--- config.mk ---
export PLATFORM = sky130hd
export DESIGN_NAME = d16_fetch
export DESIGN_NICKNAME = d
export VERILOG_FILES = /design/src/rtl/d16_fetch.sv
export SDC_FILE = /design/constraint.sdc
export NUM_CORES = 1
export LEC_CHECK = 0
export CAP_MARGIN = 20
export CORE_MARGIN = 5
export CORE_UTILIZATION = 48
export CTS_BUF_LIST = sky130_fd_sc_hd__clkbuf_16
export DETAILED_ROUTE_END_ITERATION = 7
export PLACE_DENSITY = 0.8
export SLEW_MARGIN = 20
export SYNTH_ARGS = -nofsm -noshare
export SYNTH_HDL_FRONTEND = slang
export SYNTH_SLANG_ARGS = --single-unit
--- constraint.sdc ---
create_clock -name sys_clk -period 2.5 [get_ports sys_clk]
set_input_delay 0.5 -clock sys_clk [delete_from_list [all_inputs] [get_ports sys_clk]]
set_output_delay 0.5 -clock sys_clk [all_outputs]
set_load 0.02 [all_outputs]
--- src/rtl/d16_fetch.sv ---
// d16 instruction fetch stage.
// Owns the fetch program counter, drives a req/ack instruction-memory port and
// hands one instruction at a time to decode via a single-entry output register.
//
// state | meaning
// ------+--------------------------------------------------------------------
// START | first cycle after reset, no memory request
// REQ   | normal fetch from fetch_addr, gated by ir register occupancy/stall
// FLUSH | waiting out an abandoned request at stale_addr, its data discarded
module d16_fetch #(
   parameter logic [15:0] RESET_ADDR = 16'h0000
) (
   input  logic        sys_clk,
   input  logic        sys_rst,
   input  logic        load,
   input  logic [15:0] load_addr,
   input  logic        stall,
   output logic        imem_req,
   output logic [15:0] imem_addr,
   input  logic [15:0] imem_data,
   input  logic        imem_ack,
   output logic [15:0] ir,
   output logic        ir_valid,
   output logic [15:0] pc
);

   typedef enum logic [1:0] {
      START = 2'd0,
      REQ   = 2'd1,
      FLUSH = 2'd2
   } state_t;

   state_t      state;
   logic [15:0] fetch_addr;
   logic [15:0] stale_addr;
   // a request issued in REQ is still waiting for its ack; keeps imem_req up
   // even if stall rises in the meantime
   logic        pend;
   logic        accept;
   logic        consume;

   // memory port: request gating and address selection per state
   always_comb begin
      imem_req  = 1'b0;
      imem_addr = fetch_addr;
      case (state)
         REQ: begin
            imem_req = pend | ~ir_valid | ~stall;
         end
         FLUSH: begin
            imem_req  = 1'b1;
            imem_addr = stale_addr;
         end
         default: begin
            imem_req = 1'b0;
         end
      endcase
   end

   assign accept  = (state == REQ) && imem_req && imem_ack && !load;
   assign consume = ir_valid && !stall;

   // sequencer, fetch pointer and output register
   always_ff @(posedge sys_clk) begin
      if (sys_rst) begin
         state      <= START;
         fetch_addr <= RESET_ADDR;
         stale_addr <= 16'h0000;
         pend       <= 1'b0;
         ir         <= 16'h0000;
         pc         <= 16'h0000;
         ir_valid   <= 1'b0;
      end else begin
         pend <= 1'b0;
         if (load) begin
            fetch_addr <= load_addr;
            ir_valid   <= 1'b0;
            case (state)
               REQ: begin
                  // an unacked request cannot be withdrawn; wait it out in FLUSH
                  if (imem_req && !imem_ack) begin
                     state      <= FLUSH;
                     stale_addr <= fetch_addr;
                  end
               end
               FLUSH: begin
                  if (imem_ack) begin
                     state <= REQ;
                  end
               end
               default: begin
                  state <= REQ;
               end
            endcase
         end else begin
            if (accept) begin
               ir         <= imem_data;
               pc         <= fetch_addr;
               ir_valid   <= 1'b1;
               fetch_addr <= fetch_addr + 16'd1;
            end else if (consume) begin
               ir_valid <= 1'b0;
            end
            case (state)
               START: begin
                  state <= REQ;
               end
               REQ: begin
                  pend <= imem_req && !imem_ack;
               end
               FLUSH: begin
                  if (imem_ack) begin
                     state <= REQ;
                  end
               end
               default: begin
                  state <= START;
               end
            endcase
         end
      end
   end

endmodule

# --- After elaboration in Yosys (flattened, before gate mapping) ---
# Cells that the tools add are included.
totals:
  reg_bits: 68
  input_bits: 37
  output_inout_bits: 50
  elab_cells: 45
op_classes:
  add_sub_neg: 1
  eq_ne: 4
  mux: 11
  bitwise_logic: 6
  reduce_logical: 16
op_table:
  columns: ["operator", "n"]
  rows:
  - ["2-to-1 mux 16 bit", 3]
  - ["adder 16 x 1 -> 16 bit (second input constant)", 1]
  - ["2-to-1 mux 2 bit", 3]
  - ["case mux 2 bit (3 select lines)", 1]
  - ["logical AND 1 bit", 5]
  - ["NOT 1 bit", 4]
  - ["case mux 2 bit (2 select lines)", 1]
  - ["AND reduction 2 bit", 2]
  - ["nonzero test 2 bit", 2]
  - ["logical NOT 1 bit", 3]
  - ["AND reduction 3 bit", 1]
  - ["OR reduction 3 bit", 1]
  - ["== test 2 x 1 -> 1 bit (second input constant)", 1]
  - ["== test 2 bit (second input constant)", 1]
  - ["logical NOT 2 bit", 1]
  - ["2-to-1 mux 1 bit", 2]
  - ["inequality test 2 x 1 -> 1 bit (second input constant)", 1]
  - ["inequality test 2 bit (second input constant)", 1]
  - ["bitwise OR 1 bit", 2]
  - ["case mux 1 bit (2 select lines)", 1]
  - ["OR reduction 2 bit", 1]

# --- Depth between registers and ports, before layout ---
logic_depth:
  ltp_word: 9
  depth_mapped: 9

# --- Least setup slack after synthesis ---
# No wires, ideal clock.
synth_timing:
  path_type: "register to register"
  from: "register state[1]"
  to: "register fetch_addr[13]"
  arrival_time_ns: 2.016
  setup_slack_ns: 0.393
  path_stages_with_launch: 7
  path_buffers: 0
  period_less_slack_ns: 2.107
  path_cell_list: "dfxtp_1 -> inv_1 -> ha_1 -> nand3_2 -> or3_1 -> or4_1 -> a311oi_1"
synth_between:
  elab_chain_len: 6
  word_cells_on_any_way: 7
  cone_classes: "eq/ne: 2; mux: 1; reduce/logical: 4"
synth_lines:
  columns: ["element", "line_no", "text"]
  rows:
  - ["start: declaration", "33", "state_t state;"]
  - ["start signal: assignment", "66", "state <= START;"]
  - ["start signal: assignment", "82", "state <= FLUSH;"]
  - ["start signal: assignment", "88", "state <= REQ;"]
  - ["== test 2 bit / == test 2 x 1 -> 1 bit (equally long branches)", "46, 60", null]
  - ["case mux 1 bit (2 select lines)", "46", "case (state)"]
  - ["logical AND 1 bit * (3 in series)", "60", "assign accept = (state == REQ) && imem_req && imem_ack && !load;"]
  - ["nonzero test 2 bit (no line) *", null, null]
  - ["end signal: assignment", "76", "fetch_addr <= load_addr;"]
  - ["end signal: assignment", "100", "fetch_addr <= fetch_addr + 16'd1;"]
  - ["end: declaration", "34", "logic [15:0] fetch_addr;"]
# Every way passes the cells marked *; elsewhere a longest branch is shown, timed or not.
# A chain may end at the register's enable or synchronous reset.

# --- Worst setup path in the final report ---
layout_timing:
  from: "register state[1]"
  to: "output port imem_req"
layout_between:
  elab_chain_len: 2
  word_cells_on_any_way: 3
  cone_classes: "eq/ne: 2; mux: 1"
layout_lines:
  columns: ["element", "line_no", "text"]
  rows:
  - ["== test 2 bit / == test 2 x 1 -> 1 bit (equally long branches)", "46", null]
  - ["case mux 1 bit (2 select lines) *", "46", null]
  - ["end: declaration", "18", "output logic imem_req,"]
# Marked as above.

==> key figures <==
Run status
  – Status: finished, final reports clean

Final layout
  – Finished Cell Area: 4290 sq um
  – Area taken by multi-input logic gates: 1570 sq um
  – Share of cells above drive strength 1: 11.2%
  – Reg area: 1360 sq um
  – Layout Utilization: 68.3%
  – Antenna Cells: 0
  – Nets: 491
  – FILL cells: 512
  – Area delta synth->final: 39.7%

Clock tree
  – Maximum clock path buffer count: 2
  – CTS tree: built
  – Setup bufs post-CTS: 0
  – Reg clk slew, reported paths: 0.05 ns
  – Root Buffer: clkbuf_16
  – Sink Count: 68
  – Htree depth: 3
  – Num CTS Buffers: 9
  – Latest clock arrival within the worst-skew pair: 0.32 ns

Timing
  – Final Skew: 0.00604 ns
  – Period minus WS final: 2.43 ns
  – Max Freq: 411 MHz
  – Unrepaired setup endpoints after global routing: true
  – Setup TNS Final: 0 ns
  – Slew Viols, Final: 0
  – Fin crit share: 97.3%
  – Final Hold Fails: 0
  – Relative slew slack: 62.7%
  – Setup violations, final: 0
  – Slew @ Worst Pin: 0.557 ns
  – Final WS setup: 0.0679 ns

Floorplanning
  – Site Rows: 29
  – Die W: 90.0 microns
  – Height of the die: 90.0 microns
  – CORE AREA: 6280 sq um
  – Die area: 8100 sq um
  – Ports: 87
  – Starting Density: 48.9%

Global routing
  – Largest net degree at the start of global routing: 34
  – Initial antenna violation count: 0
  – GRT Residual Overflow: 0
  – GRT Util Overall: 19.5%
  – Vias in the first global route: 2,776
  – Global-route wire length before repair: 13,200 microns

Placement
  – Post-DP Area: 4050 sq um
  – GPL Wtd Cong: 0.849
  – IO Port Bufs: 86
  – Post-DP HPWL: 5620 microns
  – Pre-CTS WS: 0.0809 ns

Drt
  – DR iter-0 viols: 178
  – Via count: 2,848
  – Vias per cell: 5.36
  – DRT Wirelength: 7890 microns
  – DRC Markers: 0
  – Number of detailed-route iterations in the first pass: 4
  – Wire per inst: 14.9 microns
  – Antenna Nets Post-Route: 0

Worst setup path
  – CP Cell Sequence: inv_1, ha_1, o21a_1, clkdlybuf4s50_1
  – Worst setup path end: imem_req
  – Worst Setup End Kind: output port
  – Origin of the worst setup path: state[1]
  – FF-to-FF Start: state[0]
  – Setup CP Type: reg -> out
  – Critical Path RT: 2.00 ns
  – R2R depth: 7
  – Slowest-stage cell, CP: clkdlybuf4s50_1
  – CP Launch Type: flop
  – Reg-to-reg setup timing slack: 0.23 ns
  – Crit path largest cell delay: 0.60 ns
  – CP max FO: 6
  – Arrival time worst endpoint: 1.93 ns
  – Reg2reg end: fetch_addr[13]

Pwr
  – Cell Pwr Density: 610 nW/um^2
  – VDD IR-drop max: 0.000425 V
  – Leakage power: 1.54 nW

Synthesis
  – Avg Cell Area, Syn: 8.41 sq um
  – Mapped Cells: 365
  – Yosys cell types: 40
  – Top cells by area, synth: dfxtp_1 (44%), nand2_1 (9.3%), a21oi_1 (5.5%)
  – Count leader, synth: nand2_1
  – Synth Register Bits: 68
  – Synth Cell Area: 3070 sq um
  – Async set-reset flop share out of synthesis: 0%
  – Number of flops mapped to enable cells by yosys: 0
  – YS warnings: 0
  – Synthesized Nets: 406
  – Synth cell count leaders: nand2_1 (76), dfxtp_1 (68), nor2_1 (36), a21oi_1 (34), clkbuf_1 (23)
  – Synth top area share: 44.3%
  – Top_reg_cell synth: dfxtp_1
  – Sequential fraction of the synthesis area: 44.3%
  – Cell taking the most area after synthesis: dfxtp_1

Hold path
  – Worst Hold Class: reg -> reg

Flow run
  – Max-cap viol count: 0
## worst min path at each step
stage | startpoint | end | slack (ns) | cells past startpoint
final | pc[13] | pc[13] | 0.45 | 2
after global routing | pc[8] | pc[8] | 0.47 | 2
after CTS | pc[2] | pc[2] | 0.45 | 2
after detailed placement | pc[2] | pc[2] | 0.45 | 2
after global placement | ir[0] | ir[0] | 0.44 | 2
after floorplan | stale_addr[0] | stale_addr[0] | 0.45 | 2
## where the power goes
group | internal, mW | switching (mW) | leakage (nW)
Clock | 0.646 | 0.417 | 0.133
Sequential | 1.12 | 0.0421 | 0.552
Combinational | 0.189 | 0.201 | 0.851
Total | 1.96 | 0.660 | 1.54
## worst max-delay path, delay by kind of cell, from the launching register on
kind                       cells  cell delay [ns]
adders and majority gates      1             0.40
buffers and inverters          2             0.68
AOI/OAI and AO/OA              1             0.17
DFF                            1             0.36
## through the flow
step | hold WS [ns] | std cells | total power, mW
2_1_floorplan | 0.454 | 365 | 1.41
3_3_place_gp | 0.441 | 516 | 1.58
3_5_place_dp | 0.446 | 516 | 1.59
4_1_cts | 0.453 | 531 | 2.64
5_1_grt | 0.466 | 531 | 2.72
6_report | 0.453 | 531 | 2.62
## layout by cell type (no fill, tap or decap), drive strengths merged, types with 9 or more instances in the layout
master | Yosys | layout
a21oi | 34 | 34
clkdlybuf4s50 | 0 | 70
clkbuf | 24 | 9
nor2 | 36 | 36
dfxtp | 68 | 68
a311oi | 9 | 9
nand2 | 76 | 76
buf | 5 | 18
inv | 7 | 9
mux2i | 17 | 17
dlygate4sd2 | 0 | 12
mux2 | 12 | 12
## layout make-up
cell class	instances	area share [%]
multi-input combinational	261	36.5
sequential	68	31.7
timing repair buffer	103	23.0
clock buffer	9	5.25
tap	77	2.25
inverter	7	0.613
clock inverter	6	0.583
## repair_timing
item,in CTS,in global routing
cloned,0,0
gates resized for setup,12,3
hold buffers,0,0
setup endpoints to repair,12,4
## cell families after synthesis
group                      after synthesis  synth area share (%)
and+or+nand+nor                        153                  23.2
buffers and inverters                   36                  4.81
xor gates and xnor gates                 7                  2.00
muxes                                   29                  9.94
DFF                                     68                  44.3
adders and majority gates                4                  1.63
AOI/OAI and AO/OA                       68                  14.1
## registers in the layout (all words and copies together) (netlist names)
register,flops
stale_addr,16
ir_valid,1
pc,16
ir,16
state,2
fetch_addr,16
pend,1
## per-layer routing
layer / up-vias / GRT usage, % / wire, microns
li1: 1435 / - / -
met1: 1308 / 24.4 / 3440
met2: 88 / 31.3 / 3780
met3: 17 / 6.09 / 517
met4: 0 / 7.57 / 150
met5: - / 0 / 0
No activity file was read; power rests on OpenSTA's default activity.
